**src/rtl/fetch_ctrl_pkg.sv**
```systemverilog
// Shared constants for the fetch controller: reset PC, RISC-V opcodes,
// FSM state encodings and a word-alignment helper.
package fetch_ctrl_pkg;

  localparam logic [31:0] RESET_PC   = 32'h0000_0000;
  localparam logic [6:0]  OPC_JAL    = 7'b110_1111;
  localparam logic [6:0]  OPC_BRANCH = 7'b110_0011;
  localparam logic [31:0] PC_STEP    = 32'd4;

  typedef enum logic [1:0] {
    ST_IDLE  = 2'd0,
    ST_FETCH = 2'd1,
    ST_DROP  = 2'd2
  } state_e;

  // Clear the two byte-offset bits so every address stays word aligned.
  function automatic logic [31:0] word_align(input logic [31:0] addr);
    return addr & ~32'h0000_0003;
  endfunction

endpackage

```
**src/rtl/fetch_ctrl_immgen.sv**
```systemverilog
// Immediate extraction for the static predictor: J-type and B-type
// immediates, sign extended. The opcode field is not needed here.
module fetch_ctrl_immgen (
  input  logic [31:7] inst,
  output logic [31:0] j_imm,
  output logic [31:0] b_imm
);

  // Pure bit shuffling of the instruction word.
  always_comb begin
    j_imm = {{12{inst[31]}}, inst[19:12], inst[20], inst[30:21], 1'b0};
    b_imm = {{20{inst[31]}}, inst[7], inst[30:25], inst[11:8], 1'b0};
  end

endmodule

```
**src/rtl/fetch_ctrl.sv**
```systemverilog
// Instruction fetch controller: IDLE/FETCH/DROP FSM issuing one word-aligned
// read per cycle, holding the address under stall or back-pressure and
// steering to execute-stage redirects. A redirect that lands while a request
// is outstanding moves to DROP so the stale response is discarded.
// Optional build macro STATIC_BTFN_EN adds backward-taken/forward-not-taken
// static prediction (JAL always taken, backward branches taken).
module fetch_ctrl
  import fetch_ctrl_pkg::*;
(
  input  logic        clk,
  input  logic        rst_n,
  input  logic        IMem_stall_i,
  input  logic [31:0] Inst_i,
  output logic        IMem_ren_o,
  output logic [31:0] IMem_addr_o,
  output logic [31:0] Inst_o,
  output logic [31:0] PC_o,
  output logic        Inst_valid_o,
  input  logic        Ready_i,
  input  logic        Redirect_i,
  input  logic [31:0] Redirect_pc_i,
  output logic        Pred_taken_o
);

  state_e      state_q;
  logic [31:0] pc_q;
  logic [31:0] addr_q;

  logic [31:0] redirect_target;
  logic [31:0] add_operand;
  logic [31:0] next_pc;
  logic        accept;

  // Request outputs and the decode handshake are decoded from the state.
  always_comb begin
    redirect_target = word_align(Redirect_pc_i);
    IMem_ren_o      = (state_q != ST_IDLE);
    IMem_addr_o     = addr_q;
    Inst_o          = Inst_i;
    PC_o            = addr_q;
    Inst_valid_o    = (state_q == ST_FETCH) & ~IMem_stall_i & ~Redirect_i;
    accept          = Inst_valid_o & Ready_i;
  end

`ifdef STATIC_BTFN_EN
  logic [31:0] j_imm;
  logic [31:0] b_imm;
  logic        is_jal;
  logic        is_back_branch;

  fetch_ctrl_immgen u_immgen (
    .inst  (Inst_i[31:7]),
    .j_imm (j_imm),
    .b_imm (b_imm)
  );

  // JAL is always taken; a conditional branch is taken only when it jumps back.
  always_comb begin
    is_jal         = (Inst_i[6:0] == OPC_JAL);
    is_back_branch = (Inst_i[6:0] == OPC_BRANCH) & b_imm[31];
    if (is_jal) begin
      add_operand = j_imm;
    end else if (is_back_branch) begin
      add_operand = b_imm;
    end else begin
      add_operand = PC_STEP;
    end
    Pred_taken_o = Inst_valid_o & (is_jal | is_back_branch);
  end
`else
  // Without prediction the next PC is always sequential.
  always_comb begin
    add_operand  = PC_STEP;
    Pred_taken_o = 1'b0;
  end
`endif

  // Single target adder; wraps modulo 2^32.
  always_comb begin
    next_pc = word_align(addr_q + add_operand);
  end

  // Fetch FSM: redirect has priority, otherwise advance on accept.
  always_ff @(posedge clk or negedge rst_n) begin
    if (!rst_n) begin
      state_q <= ST_IDLE;
      pc_q    <= RESET_PC;
      addr_q  <= RESET_PC;
    end else begin
      case (state_q)
        ST_IDLE: begin
          state_q <= ST_FETCH;
          if (Redirect_i) begin
            pc_q   <= redirect_target;
            addr_q <= redirect_target;
          end else begin
            addr_q <= pc_q;
          end
        end
        ST_FETCH: begin
          if (Redirect_i) begin
            pc_q <= redirect_target;
            if (IMem_stall_i) begin
              // Keep the outstanding address until memory answers.
              state_q <= ST_DROP;
            end else begin
              addr_q <= redirect_target;
            end
          end else if (accept) begin
            pc_q   <= next_pc;
            addr_q <= next_pc;
          end
        end
        ST_DROP: begin
          if (Redirect_i) begin
            pc_q <= redirect_target;
          end else if (!IMem_stall_i) begin
            state_q <= ST_FETCH;
            addr_q  <= pc_q;
          end
        end
        default: begin
          state_q <= ST_IDLE;
          pc_q    <= RESET_PC;
          addr_q  <= RESET_PC;
        end
      endcase
    end
  end

endmodule

```
**config.mk**
```make
export PLATFORM = sky130hd
export DESIGN_NAME = fetch_ctrl
export DESIGN_NICKNAME = d
export VERILOG_FILES = /design/src/rtl/fetch_ctrl_pkg.sv /design/src/rtl/fetch_ctrl_immgen.sv /design/src/rtl/fetch_ctrl.sv
export SDC_FILE = /design/constraint.sdc
export NUM_CORES = 1
export LEC_CHECK = 0
export ABC_AREA = 1
export BUFFER_PORTS_ARGS = -buffer_cell sky130_fd_sc_hd__buf_2
export CAP_MARGIN = 10
export CORE_UTILIZATION = 55
export DETAILED_ROUTE_END_ITERATION = 10
export PLACE_DENSITY = 0.95
export SYNTH_ARGS = -nofsm -noshare
export SYNTH_HDL_FRONTEND = slang
export SYNTH_SLANG_ARGS = --single-unit
```
**constraint.sdc**
```tcl
create_clock -name clk -period 4.4 [get_ports clk]
set_clock_uncertainty 0.2 [all_clocks]
set_input_delay 0.22 -clock clk [delete_from_list [all_inputs] [get_ports clk]]
set_output_delay 0.22 -clock clk [all_outputs]
set_load 0.02 [all_outputs]
```
==> impl_metrics.ini <==
[outcome]
status = complete, no violations

[power]
p_int_w = 0.00153
switching_power_w = 0.00152
swShare = 0.500
power.leakage_nw = 2.88
comb_power_share = 0.472
p_per_area_mw_per_mm2 = 564
sequentialPowerShare = 0.370
clkPwrFrac = 0.158
peakVddDrop_v = 0.000231

[clock_tree]
clk_pin_slew_ns = 0.08
cts_hold_buffers = 3
numCtsBuffers = 9
htreeDepth = 3
cts-root-buf = clkbuf_8
cts_max_path_buffers = 2
postCtsResizedCells = 0
clk_latency_ns = 0.37
cts_sinks = 66
tritoncts = done
post_cts_buffers = 0

[timing]
period_needed_ns = 3.19
maxSlewHeadroom = 0.346
holdWs_ns = 0.0168
rsz0062_at_grt = false
setup_viol = 0
max_freq_mhz = 313
finalSetupTns_ns = 0
finalMaxSlewViolations = 0
fin_crit_sh = 0.726
tightest_slew_ns = 0.981
final_hold_viol_count = 0

[yosys]
synth.avg_cell_area_um2 = 6.41
synth-seq-cells = 66
syn-cell-area_mm2 = 0.00520
synth.yosys.warnings = 0
synth_top_cell_by_area = dfrtp_1
ys_types = 40
synth_nets = 881
yosysSeqAreaShare = 0.318
synthCells = 811
synthDominantCellAreaShare = 0.318
synthTopCellsByArea = dfrtp_1, nand2_1, buf_4, nor2_1, nand3_1

[routing]
post_drt_wl_per_cell_um = 14.9
vias = 5353
viasPerCell = 5.64
drt_iter0_markers = 499
first_pass_iters = 6
drc = 0
ant_nets = 0
drt-total-wl_mm = 14.2

[worst_hold_path]
hold_path_startpoint = Redirect_pc_i[14]
hold_class = in2reg

[setup_path]
crit_arrival_ns = 3.28
crit_chain = inv_2 -> nand2_4 -> nor2_8 -> nand2_4 -> inv_2 -> nor2_4 -> buf_4 -> o21ai_0 -> o21ai_0
required_ns = 4.49
cp-end-kind = register
startpoint = state_q[1]$_DFFE_PN0P_
cp_max_fo = 53
critical_path_class = reg2reg
cp_slowest_stage_delay_ns = 0.75
cp_slowest_cell = dfrtp_1
crit_path_start_kind = register
r2r-start = state_q[1]$_DFFE_PN0P_

[final_layout]
instances_no_fill = 949
syn_to_final_growth_pct = 4.07
antenna_cells = 0
fin_util = 0.588
drive_above_1_share = 0.172
nets = 904
nFillCells = 849

[die]
die_area_mm2 = 0.00984
die_w_um = 99.2
initial_utilization = 0.565
rows = 35
ios = 168
core_area_mm2 = 0.00920
die_h_um = 99.2

[global_routing]
antenna_found_initial = 0
grt_pass1_vias = 4898
grt_usage = 0.298
grt_start_max_net_pins = 67
grt_pass1_wl_mm = 23.2
gr-total-overflow = 0

[flow_run]
cap_violations = 0

[placed_design]
dp_hpwl_mm = 9.41
dp.cells = 931
io_buffers = 100
routabilityCongestion = 0.889
[layout by cell type, fill, tap and decap left out, types with 2 or more instances in the layout]
master,netlist,final
nand2_1,298,298
buf_2,13,100
nor2_1,79,79
dfrtp_1,66,66
inv_1,66,66
nand3_1,55,55
o21ai_0,39,39
a21oi_1,18,18
o22ai_1,12,12
a31oi_1,11,11
clkbuf_8,0,11
nand3b_1,9,9
or2_2,9,9
o21ai_1,7,7
a22oi_1,6,6
o211ai_1,6,6
inv_2,5,5
buf_4,69,5
nor2_2,3,3
nor3_1,3,3
dlygate4sd3_1,0,3
nand2_4,2,2
nand2_2,2,2
nor2_4,2,2
xor2_1,2,2
and2_1,2,2
a21boi_0,2,2
clkbuf_1,7,2
[logic make-up (layout without fill, tap and decap cells)]
family / count (synthesis) / count (layout) / share of synthesized area
DFF: 66 / 66 / 0.318
adders and majority gates: 1 / 1 / 0.00241
AOI/OAI and AO/OA: 107 / 107 / 0.122
xor gates and xnor gates: 2 / 2 / 0.00337
buffers and inverters: 168 / 195 / 0.180
and+or+nand+nor: 466 / 466 / 0.374
other: 1 / 1 / 0.000721
[flip-flops by register name, summed over array words and instances (netlist names)]
signal and flops:
IMem_addr_o 32, pc_q 32, state_q 2
[stage by stage]
| stage | worst slack [ns] | power, W | area (µm²) |
|---|---|---|---|
| after floorplan | 2.49 | 0.00227 | 5200 |
| after global placement | 1.37 | 0.00250 | 5210 |
| after detailed placement | 1.35 | 0.00254 | 5210 |
| after CTS | 1.32 | 0.00302 | 5410 |
| after global routing | 1.05 | 0.00325 | 5410 |
| final | 1.21 | 0.00305 | 5410 |
[cell usage after synthesis, drive strengths merged]
master / n
nand3b: 9
xor2: 2
o22ai: 12
or2: 9
o21ai: 47
conb: 1
dfrtp: 66
buf: 88
nor2: 85
o21bai: 1
clkinv: 1
a21oi: 18
ha: 1
nand4: 1
nand2: 302
inv: 71
o31ai: 1
o221ai: 1
nor3: 3
nand3: 55
a22oi: 6
a31oi: 11
a32oi: 1
and2: 2
o211ai: 6
a21boi: 2
a21o: 1
clkbuf: 8
[worst paths after layout]
kind                                              end  slack (ns)  cells after the start
setup / recovery           IMem_addr_o[7]$_DFFE_PN0P_        1.21                      9
hold / removal                   pc_q[14]$_DFFE_PN0P_        0.02                      5
setup reg to reg           IMem_addr_o[7]$_DFFE_PN0P_        1.21                      9
hold reg to reg                  pc_q[25]$_DFFE_PN0P_        0.29                      2
max in group asynchronous        pc_q[21]$_DFFE_PN0P_        3.04                      3
min in group asynchronous         pc_q[8]$_DFFE_PN0P_        0.38                      3
[critical path, delay by kind of cell (launching register included)]
kind / cells / cell delay (ns)
AO/OA/AOI/OAI: 2 / 0.25
flip-flops: 1 / 0.75
AND/OR/NAND/NOR: 4 / 1.09
buffers and inverters: 3 / 0.80
[layer usage]
layer | GRT usage | vias to the layer above | wire (µm)
met2 | 0.468 | 339 | 6470
met4 | 0.152 | 0 | 386
met5 | 0 | - | 0
li1 | - | 2553 | -
met3 | 0.0583 | 38 | 1560
met1 | 0.394 | 2423 | 5770
[area by class of cell]
cell class | instances | area, µm² | area share
Clock inverter | 2 | 12.5 | 0.00231
Tap cell | 111 | 139 | 0.0257
Clock buffer | 13 | 159 | 0.0294
Multi-Input combinational cell | 577 | 2610 | 0.482
Inverter | 72 | 270 | 0.0500
Timing Repair Buffer | 108 | 568 | 0.105
Sequential cell | 66 | 1650 | 0.305
[power groups by stage]
stage                     logic (W)  registers (W)  clock network [W]
after floorplan             0.00108        0.00119                  0
after detailed placement    0.00142        0.00113                  0
final                       0.00144        0.00113           0.000482
after CTS                   0.00143        0.00112           0.000473
after global routing        0.00159        0.00116           0.000497
after global placement      0.00138        0.00112                  0
Note: power is estimated with default switching activity, not from simulation.
